<file path="config.mk">
export PLATFORM = sky130hd
export DESIGN_NAME = ex_muldiv_ctrl_flat
export DESIGN_NICKNAME = d
export VERILOG_FILES = /design/src/rtl/muldiv_pkg.sv /design/src/rtl/ex_muldiv_ctrl_if.sv /design/src/rtl/muldiv_core.sv /design/src/rtl/ex_muldiv_ctrl.sv /design/src/flat_wrapper.sv
export SDC_FILE = /design/constraint.sdc
export NUM_CORES = 1
export LEC_CHECK = 0
export ABC_AREA = 1
export CORE_MARGIN = 2
export CORE_UTILIZATION = 45
export CTS_CLUSTER_SIZE = 30
export DETAILED_ROUTE_END_ITERATION = 7
export SETUP_SLACK_MARGIN = 0.2
export SYNTH_ARGS = -nofsm -noshare
export SYNTH_HDL_FRONTEND = slang
export SYNTH_SLANG_ARGS = --single-unit
</file>
<file path="constraint.sdc">
create_clock -name clk -period 3.06 [get_ports clk]
set_clock_uncertainty 0.05 [all_clocks]
set_input_delay 0.612 -clock clk [delete_from_list [all_inputs] [get_ports clk]]
set_output_delay 0.612 -clock clk [all_outputs]
set_load 0.01 [all_outputs]
</file>
<file path="src/rtl/muldiv_pkg.sv">
// rtl/muldiv_pkg.sv - op/state encodings and default sizes for the EX-stage mul/div sequencer
package muldiv_pkg;

  localparam int DEFAULT_WIDTH = 32;
  localparam int DEFAULT_CNT_W = 6;

  typedef enum logic [1:0] {
    OP_MULT  = 2'b00,
    OP_MULTU = 2'b01,
    OP_DIV   = 2'b10,
    OP_DIVU  = 2'b11
  } op_e;

  typedef enum logic [1:0] {
    S_IDLE = 2'b00,
    S_CALC = 2'b01,
    S_FIX  = 2'b10,
    S_DONE = 2'b11
  } state_e;

endpackage

</file>
<file path="src/rtl/ex_muldiv_ctrl_if.sv">
// rtl/ex_muldiv_ctrl_if.sv - EX-stage <-> mul/div sequencer signals; div_zero_o exists only with MULDIV_DIVZERO_EN
interface ex_muldiv_ctrl_if
  import muldiv_pkg::*;
#(
  parameter int WIDTH = DEFAULT_WIDTH
);
  logic             start_i;
  logic [1:0]       op_i;
  logic [WIDTH-1:0] rs_i;
  logic [WIDTH-1:0] rt_i;
  logic             mf_req_i;
  logic             stall_o;
  logic             busy_o;
  logic             done_o;
  logic [WIDTH-1:0] hi_o;
  logic [WIDTH-1:0] lo_o;
`ifdef MULDIV_DIVZERO_EN
  logic             div_zero_o;

  modport master (output start_i, op_i, rs_i, rt_i, mf_req_i,
                  input  stall_o, busy_o, done_o, hi_o, lo_o, div_zero_o);
  modport slave  (input  start_i, op_i, rs_i, rt_i, mf_req_i,
                  output stall_o, busy_o, done_o, hi_o, lo_o, div_zero_o);
`else
  modport master (output start_i, op_i, rs_i, rt_i, mf_req_i,
                  input  stall_o, busy_o, done_o, hi_o, lo_o);
  modport slave  (input  start_i, op_i, rs_i, rt_i, mf_req_i,
                  output stall_o, busy_o, done_o, hi_o, lo_o);
`endif
endinterface

</file>
<file path="src/rtl/muldiv_core.sv">
// rtl/muldiv_core.sv - shift-add multiply / restoring divide datapath, one bit per step
module muldiv_core
  import muldiv_pkg::*;
#(
  parameter int WIDTH = DEFAULT_WIDTH
) (
  input  logic             clk,
  input  logic             rst_n,
  input  logic             load,
  input  logic             step,
  input  logic             fix,
  input  logic [1:0]       op,
  input  logic [WIDTH-1:0] rs,
  input  logic [WIDTH-1:0] rt,
  output logic [WIDTH-1:0] res_hi,
  output logic [WIDTH-1:0] res_lo
);
  logic [2*WIDTH-1:0] acc_q, acc_d;
  logic [WIDTH-1:0]   opnd_q, opnd_d;
  logic               is_div_q, is_div_d;
  logic               neg_q, neg_d;
  logic               rneg_q, rneg_d;

  logic               sign_op, rs_neg, rt_neg, is_div_in, div_ge;
  logic [WIDTH-1:0]   rs_abs, rt_abs, div_diff;
  logic [WIDTH:0]     mul_sum, rem_sh;
  logic [2*WIDTH-1:0] fixed;

  always_comb begin
    sign_op   = (op == OP_MULT) || (op == OP_DIV);
    is_div_in = (op == OP_DIV) || (op == OP_DIVU);
    rs_neg    = sign_op & rs[WIDTH-1];
    rt_neg    = sign_op & rt[WIDTH-1];
    rs_abs    = rs_neg ? -rs : rs;
    rt_abs    = rt_neg ? -rt : rt;

    mul_sum   = {1'b0, acc_q[2*WIDTH-1:WIDTH]} + (acc_q[0] ? {1'b0, opnd_q} : '0);
    // Partial remainder shifted left by one; its top bit matters for the compare only.
    rem_sh    = acc_q[2*WIDTH-1:WIDTH-1];
    div_ge    = rem_sh >= {1'b0, opnd_q};
    div_diff  = rem_sh[WIDTH-1:0] - opnd_q;

    fixed = acc_q;
    if (!is_div_q) begin
      fixed = neg_q ? -acc_q : acc_q;
    end else begin
      fixed[2*WIDTH-1:WIDTH] = rneg_q ? -acc_q[2*WIDTH-1:WIDTH] : acc_q[2*WIDTH-1:WIDTH];
      fixed[WIDTH-1:0]       = neg_q  ? -acc_q[WIDTH-1:0]       : acc_q[WIDTH-1:0];
    end

    acc_d    = acc_q;
    opnd_d   = opnd_q;
    is_div_d = is_div_q;
    neg_d    = neg_q;
    rneg_d   = rneg_q;
    if (load) begin
      acc_d    = is_div_in ? {{WIDTH{1'b0}}, rs_abs} : {{WIDTH{1'b0}}, rt_abs};
      opnd_d   = is_div_in ? rt_abs : rs_abs;
      is_div_d = is_div_in;
      neg_d    = rs_neg ^ rt_neg;
      rneg_d   = rs_neg;
    end else if (step) begin
      if (is_div_q) begin
        acc_d = div_ge ? {div_diff, acc_q[WIDTH-2:0], 1'b1} : {acc_q[2*WIDTH-2:0], 1'b0};
      end else begin
        acc_d = {mul_sum, acc_q[WIDTH-1:1]};
      end
    end else if (fix) begin
      acc_d = fixed;
    end
  end

  always_ff @(posedge clk) begin
    if (!rst_n) begin
      acc_q    <= '0;
      opnd_q   <= '0;
      is_div_q <= 1'b0;
      neg_q    <= 1'b0;
      rneg_q   <= 1'b0;
    end else begin
      acc_q    <= acc_d;
      opnd_q   <= opnd_d;
      is_div_q <= is_div_d;
      neg_q    <= neg_d;
      rneg_q   <= rneg_d;
    end
  end

  assign res_hi = fixed[2*WIDTH-1:WIDTH];
  assign res_lo = fixed[WIDTH-1:0];

endmodule

</file>
<file path="src/rtl/ex_muldiv_ctrl.sv">
// rtl/ex_muldiv_ctrl.sv - MULT/MULTU/DIV/DIVU sequencer, HI/LO owner and pipeline stall source
// MULDIV_DIVZERO_EN: divide by zero finishes in one cycle and raises div_zero_o.
module ex_muldiv_ctrl
  import muldiv_pkg::*;
#(
  parameter int WIDTH = DEFAULT_WIDTH,
  parameter int CNT_W = DEFAULT_CNT_W
) (
  input  logic               clk,
  input  logic               rst_n,
  ex_muldiv_ctrl_if.slave    bus
);
  state_e           state_q, state_d;
  logic [CNT_W-1:0] cnt_q, cnt_d;
  logic [WIDTH-1:0] hi_q, hi_d, lo_q, lo_d;
  logic             busy_q, busy_d, done_q, done_d;
  logic             load, step, fix;
  logic [WIDTH-1:0] res_hi, res_lo;
`ifdef MULDIV_DIVZERO_EN
  logic             dz_q, dz_d;
`endif

  muldiv_core #(.WIDTH(WIDTH)) u_core (
    .clk    (clk),
    .rst_n  (rst_n),
    .load   (load),
    .step   (step),
    .fix    (fix),
    .op     (bus.op_i),
    .rs     (bus.rs_i),
    .rt     (bus.rt_i),
    .res_hi (res_hi),
    .res_lo (res_lo)
  );

  always_comb begin
    state_d = state_q;
    cnt_d   = cnt_q;
    hi_d    = hi_q;
    lo_d    = lo_q;
    load    = 1'b0;
    step    = 1'b0;
    fix     = 1'b0;
`ifdef MULDIV_DIVZERO_EN
    dz_d    = 1'b0;
`endif
    case (state_q)
      S_IDLE: begin
        if (bus.start_i) begin
          load  = 1'b1;
          cnt_d = '0;
`ifdef MULDIV_DIVZERO_EN
          if (bus.op_i[1] && (bus.rt_i == '0)) begin
            state_d = S_DONE;
            hi_d    = bus.rs_i;
            lo_d    = '1;
            dz_d    = 1'b1;
          end else
`endif
          state_d = S_CALC;
        end
      end
      S_CALC: begin
        step  = 1'b1;
        cnt_d = cnt_q + 1'b1;
        if (cnt_q == CNT_W'(WIDTH-1)) state_d = S_FIX;
      end
      S_FIX: begin
        // HI/LO take the sign-corrected result on the edge into DONE.
        fix     = 1'b1;
        hi_d    = res_hi;
        lo_d    = res_lo;
        state_d = S_DONE;
      end
      S_DONE:  state_d = S_IDLE;
      default: state_d = S_IDLE;
    endcase
    busy_d = (state_d == S_CALC) || (state_d == S_FIX);
    done_d = (state_d == S_DONE);
  end

  always_ff @(posedge clk) begin
    if (!rst_n) begin
      state_q <= S_IDLE;
      cnt_q   <= '0;
      hi_q    <= '0;
      lo_q    <= '0;
      busy_q  <= 1'b0;
      done_q  <= 1'b0;
`ifdef MULDIV_DIVZERO_EN
      dz_q    <= 1'b0;
`endif
    end else begin
      state_q <= state_d;
      cnt_q   <= cnt_d;
      hi_q    <= hi_d;
      lo_q    <= lo_d;
      busy_q  <= busy_d;
      done_q  <= done_d;
`ifdef MULDIV_DIVZERO_EN
      dz_q    <= dz_d;
`endif
    end
  end

  assign bus.stall_o = ((state_q == S_IDLE) & bus.start_i) | busy_q | (bus.mf_req_i & busy_q);
  assign bus.busy_o  = busy_q;
  assign bus.done_o  = done_q;
  assign bus.hi_o    = hi_q;
  assign bus.lo_o    = lo_q;
`ifdef MULDIV_DIVZERO_EN
  assign bus.div_zero_o = dz_q;
`endif

endmodule

</file>
<file path="src/flat_wrapper.sv">
// flat-port wrapper written by rule: the top's interface ports become plain ports
module ex_muldiv_ctrl_flat import muldiv_pkg::*;
#(
  parameter int WIDTH = DEFAULT_WIDTH,
  parameter int CNT_W = DEFAULT_CNT_W
)
  (clk, rst_n, bus_start_i, bus_op_i, bus_rs_i, bus_rt_i, bus_mf_req_i, bus_stall_o, bus_busy_o, bus_done_o, bus_hi_o, bus_lo_o);
  ex_muldiv_ctrl_if #(.WIDTH(WIDTH)) bus_i ();
  input  logic clk;
  input  logic rst_n;
  input wire logic [$bits(bus_i.start_i)-1:0] bus_start_i;
  input wire logic [$bits(bus_i.op_i)-1:0] bus_op_i;
  input wire logic [$bits(bus_i.rs_i)-1:0] bus_rs_i;
  input wire logic [$bits(bus_i.rt_i)-1:0] bus_rt_i;
  input wire logic [$bits(bus_i.mf_req_i)-1:0] bus_mf_req_i;
  output wire logic [$bits(bus_i.stall_o)-1:0] bus_stall_o;
  output wire logic [$bits(bus_i.busy_o)-1:0] bus_busy_o;
  output wire logic [$bits(bus_i.done_o)-1:0] bus_done_o;
  output wire logic [$bits(bus_i.hi_o)-1:0] bus_hi_o;
  output wire logic [$bits(bus_i.lo_o)-1:0] bus_lo_o;
  assign bus_i.start_i = bus_start_i;
  assign bus_i.op_i = bus_op_i;
  assign bus_i.rs_i = bus_rs_i;
  assign bus_i.rt_i = bus_rt_i;
  assign bus_i.mf_req_i = bus_mf_req_i;
  assign bus_stall_o = bus_i.stall_o;
  assign bus_busy_o = bus_i.busy_o;
  assign bus_done_o = bus_i.done_o;
  assign bus_hi_o = bus_i.hi_o;
  assign bus_lo_o = bus_i.lo_o;
  ex_muldiv_ctrl #(.WIDTH(WIDTH), .CNT_W(CNT_W)) u_core (.clk(clk), .rst_n(rst_n), .bus(bus_i));
endmodule
</file>
## Word-level counts from Yosys, hierarchy flattened

Index checks and enable logic that the tools add are counted.

- Bits in registers: 173
- Input bits: 70
- Output and inout bits: 67

- Mux-type cells: 23
- Add/subtract/negate cells: 8
- Order comparisons: 1
- Reduce and logical (&&, ||, !) cells: 8
- Bitwise operators: 7
- Equal/unequal tests: 10

Operators with widths:

| operator | count |
|---|---|
| 64-bit two-way mux | 7 |
| 32-bit two-way mux | 7 |
| 32-bit negation | 4 |
| 64-bit negation | 1 |
| 32-bit by 32-bit adder with 33-bit output | 1 |
| 33-bit by 32-bit greater-or-equal comparator with 1-bit output | 1 |
| 32-bit subtractor | 1 |
| 2-bit equality test, second input constant | 6 |
| 6-bit case mux with 2 select lines | 1 |
| 2-bit case mux with 4 select lines | 1 |
| 6-bit by 1-bit adder with 6-bit output, second input constant | 1 |
| 6-bit by 5-bit equality test with 1-bit output, second input constant | 1 |
| 6-bit two-way mux | 1 |
| 1-bit AND | 4 |
| 2-bit by 1-bit equality test with 1-bit output, second input constant | 2 |
| 2-bit logical NOT | 2 |
| 1-bit two-way mux | 4 |
| 2-bit two-way mux | 2 |
| 1-bit logical OR | 3 |
| 3-bit nonzero test | 1 |
| 2-bit != test, second input constant | 1 |
| 1-bit OR | 2 |
| 2-bit AND reduction | 1 |
| 2-bit nonzero test | 1 |
| 1-bit bitwise XOR | 1 |

## Depth between registers and ports, before layout

Gate-level depths: netlist of the first run.

- Word-level depth: 6
- Gate-level depth with buffers: 21

## Cells and area by module

From an unflattened synthesis of the first run, not the netlist that was laid out.

- Cells, all modules: 3,200
- Area, all modules: 17,969.7 µm²

Modules (own cells, without submodules):

| module | cells an instance | instances | seq. area each (µm²) | area an instance (µm²) |
|---|---|---|---|---|
| muldiv_core | 2,853 | 1 | 1,981.9 | 15,227.1 |
| ex_muldiv_ctrl | 347 | 1 | 1,481.4 | 2,742.6 |

## Worst setup path after synthesis of the first run

No wires, ideal clock.

- Path type: register -> register
- Start: register u_core.u_core.acc_q[0]
- End: register u_core.u_core.acc_q[61]
- Path slack: 426 ps
- Setup time: 138 ps
- Path buffers: 2
- Required time: 2,872 ps
- Arrival: 2,446 ps
- Cell stages (with the launch flop): 18
- Cell sequence: dfxtp_1 > buf_2 > clkbuf_1 > nand2_1 > inv_1 > ha_1 > inv_1 > fa_1 > nor3_1 > nor2_1 > o21ai_0 > nand2_1 > nand3_1 > nand3_1 > nand2_1 > nand2_1 > nand2_1 > a21oi_2

- Cells in the longest elaborated chain, start to end: 6
- Elaborated cells on any way between the ends: 9
- Classes of those cells: add/sub: 2; mux: 7

Ends and longest elaborated chain:

| what | RTL line | RTL |
|---|---|---|
| start: declaration | muldiv_core.sv:18 | `logic [2*WIDTH-1:0] acc_q, acc_d;` |
| start signal: assignment | muldiv_core.sv:75 | `acc_q <= '0;` |
| start signal: assignment | muldiv_core.sv:81 | `acc_q <= acc_d;` |
| 64-bit negation | muldiv_core.sv:45 | `fixed = neg_q ? -acc_q : acc_q;` |
| 64-bit two-way mux | muldiv_core.sv:45 |  |
| 64-bit two-way mux | muldiv_core.sv:44 | `if (!is_div_q) begin` |
| 64-bit two-way mux | muldiv_core.sv:68 | `end else if (fix) begin` |
| 64-bit two-way mux * | muldiv_core.sv:62 | `end else if (step) begin` |
| 64-bit two-way mux * | muldiv_core.sv:56 | `if (load) begin` |

Mark *: on every way between the ends. The rest lies on a longest branch, timed or not. The select of a mux whose other input is x is not followed.
A chain may end at the register's enable or synchronous reset.

## Final worst setup path of the first run

- Start: register u_core.u_core.opnd_q[6]
- End: register u_core.u_core.acc_q[38]

- Cells in the longest elaborated chain, start to end: 5
- Elaborated cells on any way between the ends: 8
- Classes of those cells: add/sub: 2; order compare: 1; mux: 5

Ends and longest elaborated chain:

| what | RTL line | RTL |
|---|---|---|
| start: declaration | muldiv_core.sv:19 | `logic [WIDTH-1:0] opnd_q, opnd_d;` |
| start signal: assignment | muldiv_core.sv:82 | `opnd_q <= opnd_d;` |
| 32-bit two-way mux (tied with other cells) | muldiv_core.sv:37 | `mul_sum = {1'b0, acc_q[2*WIDTH-1:WIDTH]} + (acc_q[0] ? {1'b0, opnd_q} : '0);` |
| 32-bit by 32-bit adder with 33-bit output or 64-bit two-way mux (tied branches) | muldiv_core.sv:37, muldiv_core.sv:64 |  |
| 64-bit two-way mux * | muldiv_core.sv:63 | `if (is_div_q) begin` |
| 64-bit two-way mux * | muldiv_core.sv:62 |  |
| 64-bit two-way mux * | muldiv_core.sv:56 |  |

Mark *: on every way between the ends. The rest lies on a longest branch, timed or not.

==> run summary, run 1 <==
Outcome - completed
Worst skew pair latency - 480 ps
# IOs - 137
Gpl congestion - 1.08
Maximum capacitance violations - 0
Max Root-Sink Buffers - 2
Nets - 3566
Final Total Pwr - 23600 uW
Top_reg_cell synth - dfxtp_1
Initial core utilization - 45.7%
Total core area - 39700 um2
Async S/R FF share, synth - 0%
Final setup TNS - 0 ps
Final Setup Violations - 0
PD cells - 1090 nW/um2
Ranking of synthesized cells by area - nand2_1, dfxtp_1, inv_1
Root buffer cell - clkbuf_16
Mapped Area - 18100 um2
Largest net degree at the start of global routing - 60
HPWL after detailed placement - 67200 um
RSZ-0062 raised after global routing - yes
Crit Path Class - flip-flop to flip-flop
Routed Antenna Nets - 0
GR Util All Layers - 38.5%
Vias in the first global route - 20600
Power share of the clock group - 10.0%
Die H - 205 um
Int Pwr - 10100 uW
Slew Limit Headroom - 47.4%
Final Max Tran Viols - 0
Clk slew on worst S/H paths - 70 ps
Vias after detailed routing - 22100
Peak VDD IR - 0.576 mV
Post-synth top area share - 21.1%
Area grow syn2layout - 19.5%
Overflow after GRT - 0
Die Width - 205 um
Via/cell ratio - 5.59
Fin area - 21700 um2
Final min period - 2820 ps
Critical Path Most Common Cell - nand2_1
Final WL - 81600 um
CP arrival - 3120 ps
Num Clock Sinks - 173
Max Clk Rate - 355 MHz
Die footprint - 41900 um2
Mean area per synthesized cell - 5.62 um2
Sequential fraction of design power - 15.6%
DRT Pass-1 Iters - 8
Number of synthesized register bits - 173
Initial drt markers - 2825
Port bufs - 135
Critical-path maximum fanout - 8
Logic pwr share - 74.4%
Final Cycle Share - 92.1%
Multi-input gate area - 12500 um2
# DRC - 0
Seq/Total Area, Yosys - 19.1%
Row cnt - 73
Worst setup SP type - flip-flop
Worst Hold Slack - 409 ps
Netlist cell types - 57
Lkg Pwr - 0.0109 uW
Yosys top cell by area - nand2_1
Worst path required time - 3360 ps
Setup crit end kind - flip-flop
Fin. Hold Viols - 0
CTS tree - done
CP peak stage delay - 430 ps
Share of post-route cells with drive strength above 1 - 10.3%
Sw Ratio - 57.0%
Worst Max-Slew Pin Slew - 788 ps
Post-synth EDFFs - 0
Sw Pwr - 13500 uW
Post-Synthesis Cells - 3228
Slowest cell on crit path - dfxtp_1
Delay-heaviest family, CP - simple AND/OR/NAND/NOR gates
Wire per inst - 20.6 um
Filler Cells Inserted - 4198
Worst Hold Class - primary input to flip-flop
Total CTS buffers - 17
Antenna diodes - 0
CP cell instances - inv_1 > ha_4 > nand2_1 > nor2_1 > nand2_1 > nor2_1 > nand3_2 > nand2_4 > nor2_8 > nand2_8 > buf_4 > nand3_1 > nand3_1 > nand2_1 > nand2_1 > a21oi_2
Syn nets - 3373
First-pass GRT wire length - 121000 um
Reg area - 3480 um2
Post-DP Area - 20900 um2
YS warnings - 0
Buf/Inv on CP - 2
H-tree Lvls - 4
Initial antenna violation count - 1
## worst paths after layout
check	start	endpoint	slack, ps	depth (start not counted)
hold / removal	rst_n	u_core.bus.lo_o[15]	410	3
hold reg to reg	u_core.bus.hi_o[4]	u_core.bus.hi_o[4]	430	2
setup / recovery	u_core.u_core.opnd_q[6]	u_core.u_core.acc_q[38]	240	16
setup reg to reg	u_core.u_core.opnd_q[6]	u_core.u_core.acc_q[38]	240	16
## placed cells by master, fill, tap and decap left out, types with 5 or more instances in the layout
cell type | netlist | layout
nor3_2 | 4 | 7
nor2_1 | 321 | 311
nand2_2 | 15 | 21
nor3_1 | 35 | 32
o21ai_1 | 10 | 15
o31ai_1 | 7 | 7
clkdlybuf4s50_1 | 0 | 133
nand4_1 | 43 | 43
ha_2 | 0 | 7
dfxtp_1 | 173 | 165
dfxtp_2 | 0 | 7
a41oi_1 | 6 | 6
nor2_2 | 18 | 24
nand2_1 | 1021 | 1015
nand3_2 | 16 | 21
clkbuf_16 | 0 | 17
xnor2_1 | 31 | 31
o21ai_0 | 161 | 156
a21oi_1 | 141 | 134
nand3b_1 | 16 | 16
inv_1 | 478 | 476
buf_12 | 1 | 6
xor2_1 | 79 | 79
or2_2 | 5 | 5
nand3_1 | 275 | 270
inv_2 | 21 | 23
o21ai_2 | 5 | 5
a21oi_2 | 19 | 26
o21bai_1 | 7 | 7
buf_4 | 2 | 142
nor2_4 | 7 | 11
a31oi_1 | 19 | 19
o211ai_1 | 54 | 54
ha_1 | 73 | 63
nor4_1 | 8 | 8
a221oi_1 | 5 | 5
## timing repair
action / CTS / global route
setup buffers: 0 / 2
setup endpoints to repair: 4 / 34
pin swaps: 0 / 3
hold buffers: 0 / 0
gates resized for setup: 4 / 51
## synth_stat cells, types with 4 or more instances
library cell	number
a221oi_1	5
a21oi_2	19
xor2_1	79
o31ai_1	7
nand3_2	16
buf_2	14
clkbuf_1	76
nand3_1	275
buf_1	15
nand2_2	15
nor3_1	35
a41oi_1	6
inv_1	478
a211oi_1	4
or2_2	5
nor2_2	18
and2_1	4
nor2_4	7
inv_2	21
ha_1	73
o21ai_2	5
nor2_1	321
nor3_2	4
a31oi_1	19
dfxtp_1	173
o21ai_0	161
nor4_1	8
clkinv_1	4
a21oi_1	141
xnor2_1	31
a22oi_1	4
o21bai_1	7
nand4_1	43
nand3b_1	16
nand2_1	1021
o21ai_1	10
o211ai_1	54
## kinds of logic after synthesis
kind of cell	Yosys count	synth area share (%)
simple gates	1798	42.4
buf+inv	614	13.1
compound gates	458	14.9
flops	173	19.1
xor+xnor	110	5.31
fa+ha+maj	75	5.25
## flip-flops by register name, indices dropped and copies added, names as in the netlist
name,count
u_core.u_core.opnd_q,32
u_core.bus.done_o,1
u_core.cnt_q,6
u_core.bus.busy_o,1
u_core.u_core.acc_q,64
u_core.u_core.is_div_q,1
u_core.u_core.rneg_q,1
u_core.bus.lo_o,32
u_core.state_q,2
u_core.bus.hi_o,32
u_core.u_core.neg_q,1
## stage by stage
stage / utilization, % / worst slack, ps / instances
final: 54.6 / 241 / 3959
after floorplan: - / 426 / 3228
after global routing: 54.6 / 163 / 3959
after CTS: 54.1 / 201 / 3957
after global placement: 52.6 / 90.2 / 3925
after detailed placement: 52.6 / -33.5 / 3925
## routing by layer
layer  wire length, um  track usage [%]  vias up
met4              5200             21.5        2
met3              6790             5.22      233
met1             32700             48.4    10200
li1                  -                -    10700
met2             36900             63.3     1063
met5                10                0        -
## power groups by stage
stage / Clock (uW) / Sequential [uW] / Combinational [uW]
detailed placement: 0 / 3670 / 16900
finish: 2370 / 3680 / 17600
global placement: 0 / 3650 / 16900
CTS: 2380 / 3630 / 17000
floorplan: 0 / 3620 / 10800
global route: 2460 / 3720 / 19000
## tightest hold or removal path, delay by kind of cell
| kind | cells | cell delay (ps) |
|---|---|---|
| AO/OA/AOI/OAI | 2 | 120 |
| buffers and inverters | 1 | 150 |
## final cells by class
type,count,area share (%)
clock buffer,19,2.00
timing repair buffer,285,11.8
clock inverter,13,0.796
inverter,503,8.71
multi-input combinational,2441,57.7
sequential,173,16.0
tap,525,3.03
Note: power is estimated with default switching activity, not from simulation.
==> run 2: changes to the inputs <==
--- a/config.mk
+++ b/config.mk
@@ -8,6 +8,7 @@
 export ABC_AREA = 1
 export CORE_MARGIN = 2
 export CORE_UTILIZATION = 45
+export CTS_BUF_LIST = sky130_fd_sc_hd__clkbuf_8
 export CTS_CLUSTER_SIZE = 30
 export DETAILED_ROUTE_END_ITERATION = 7
 export SETUP_SLACK_MARGIN = 0.2
==> run 2 against run 1 <==
Flip-flop and latch count stayed put; critical path depth shrank 10; largest cell class unchanged; via count is 0.22% higher; final area decreased by 0.86%; die area unchanged; worst setup slack gained 50 ps.
==> run summary, run 2 (synthesis gave the netlist of run 1 again) <==
Outcome - completed
Final Cycle Share - 90.5% (-1.6 points)
H-tree Lvls - 4 (unchanged)
Num Clock Sinks - 173 (unchanged)
CP arrival - 2110 ps (-1010 ps)
RSZ-0062 raised after global routing - yes
First-pass GRT wire length - 121000 um (about the same)
Crit Path Class - flip-flop to output pin
PnR worst setup slack - 291 ps (+49.9 ps)
Total CTS buffers - 17 (unchanged)
Largest Register - u_core.u_core.acc_q
Wire per inst - 20.6 um (about the same)
Commonest non-fill, non-tap cell in the layout - nand2_1
Die H - 205 um (unchanged)
Pre-CTS WS - -33.5 ps (unchanged)
Via/cell ratio - 5.61 (+0.22%)
Routed Antenna Nets - 0 (unchanged)
Share of post-route cells with drive strength above 1 - 10.4% (+0.17 points)
Fin. Hold Viols - 0 (unchanged)
Port bufs - 135 (unchanged)
Root buffer cell - clkbuf_8
Max Clk Rate - 361 MHz (+1.8%)
Total core area - 39700 um2 (unchanged)
Worst path required time - 2400 ps (-960 ps)
Initial drt markers - 2829 (+0.14%)
Slowest cell on crit path - dfxtp_1
Largest net degree at the start of global routing - 60 (unchanged)
Final min period - 2770 ps (-49.9 ps)
Final WL - 81600 um (about the same)
Initial core utilization - 45.7% (unchanged)
# IOs - 137 (unchanged)
Lkg Pwr - 0.0109 uW (-0.67%)
Max Root-Sink Buffers - 2 (unchanged)
Commonest cells after routing, fill and taps aside - nand2_1, inv_1, nor2_1
Row cnt - 73 (unchanged)
DRT Pass-1 Iters - 6 (-2)
Maximum capacitance violations - 0 (unchanged)
Antenna diodes - 0 (unchanged)
Largest register FFs - 64 (unchanged)
PD cells - 1070 nW/um2 (-1.5%)
Die Width - 205 um (unchanged)
Critical-path maximum fanout - 5 (-3)
Clk slew on worst S/H paths - 120 ps (+50 ps)
# DRC - 0 (unchanged)
Worst setup SP type - flip-flop
Initial antenna violation count - 0 (-1)
Gpl congestion - 1.08 (unchanged)
Worst Hold Class - primary input to flip-flop
Peak VDD IR - 0.458 mV (-21%)
Vias after detailed routing - 22200 (+0.22%)
Final Total Pwr - 23000 uW (-2.4%)
CTS tree - done
Overflow after GRT - 0 (unchanged)
CP peak stage delay - 400 ps (-30 ps)
Nets - 3566 (unchanged)
Worst Max-Slew Pin Slew - 784 ps (-4.46 ps)
GR Util All Layers - 38.5% (about the same)
HPWL after detailed placement - 67200 um (unchanged)
Vias in the first global route - 20500 (-0.17%)
Die footprint - 41900 um2 (unchanged)
Slew Limit Headroom - 47.2% (-0.20 points)
Area grow syn2layout - 18.5%
Flop2flop setup slack - 300 ps (+60 ps)
Final Setup Violations - 0 (unchanged)
Final Max Tran Viols - 0 (unchanged)
Setup crit end kind - output pin
CP cell instances - inv_2 > ha_2 > nand2_1 > clkinv_1 > or2_2 > dlygate4sd2_1
Worst skew pair latency - 550 ps (+70 ps)
## run 2: changes by cell type in the layout (fill, tap and decap cells not counted), moves of 2 or more
cell | before | now
nor2_2 | 24 | 26
nor2_1 | 311 | 309
clkbuf_1 | 2 | 0
o21ai_1 | 15 | 13
clkbuf_16 | 17 | 0
clkbuf_8 | 0 | 17
## run 2: what timing repair did
| item | 4_1_cts | 5_1_grt |
|---|---|---|
| pin swaps | 0 | 3 |
| setup buffers | 0 | 2 |
| setup endpoints to repair | 5 | 33 |
| resized for setup | 5 | 55 |
| gates cloned | 0 | 0 |
| hold buffers | 0 | 0 |
| hold endpoints to repair | 0 | 0 |
## run 2: power by group
part | leakage (uW) | switching [uW] | internal, uW | total (uW)
clock network | 0.000214 | 1050 | 756 | 1810
registers | 0.00142 | 721 | 2950 | 3680
logic | 0.00923 | 11600 | 5940 | 17600
## run 2: area by class of cell
class	instances	area [um2]
Clock buffer	17	234
Clock inverter	15	180
Fill cell	4230	18200
Inverter	503	1890
Multi-Input combinational cell	2441	12500
Sequential cell	173	3480
Tap cell	525	657
Timing Repair Buffer	285	2550
## run 2: final timing paths
check                     startpoint                 endpoint  cells after the start
max                u_core.state_q[0]              bus_stall_o                      6
max reg2reg  u_core.u_core.opnd_q[7]  u_core.u_core.acc_q[38]                     16
min                            rst_n      u_core.bus.lo_o[15]                      3
min reg2reg      u_core.bus.hi_o[16]      u_core.bus.hi_o[16]                      2
## run 2: through the flow
stage	TNS (ps)	hold slack (ps)	instances	cell area [um2]	utilization, %
finish	0	338	3959	21500	54.1
global route	0	358	3959	21500	54.1
CTS	0	318	3957	21300	53.7
detailed placement	-33.5	417	3925	20900	52.6
global placement	0	411	3925	20900	52.6
floorplan	0	407	3228	18100	-
## run 2: critical path: cells and delay by family, from the launching register on
family / cells / cell delay (ps)
buffers and inverters: 3 / 470
adder cells (fa/ha/maj): 1 / 220
AND/OR/NAND/NOR: 2 / 460
flip-flops: 1 / 400
## run 2: per-layer routing
layer,part of all wire (%),vias to the layer above,track usage (%)
met2,45,1126,63.0
met5,0,-,0
li1,-,10700,-
met1,40,10200,48.7
met3,8.3,243,5.19
met4,6.6,0,21.2
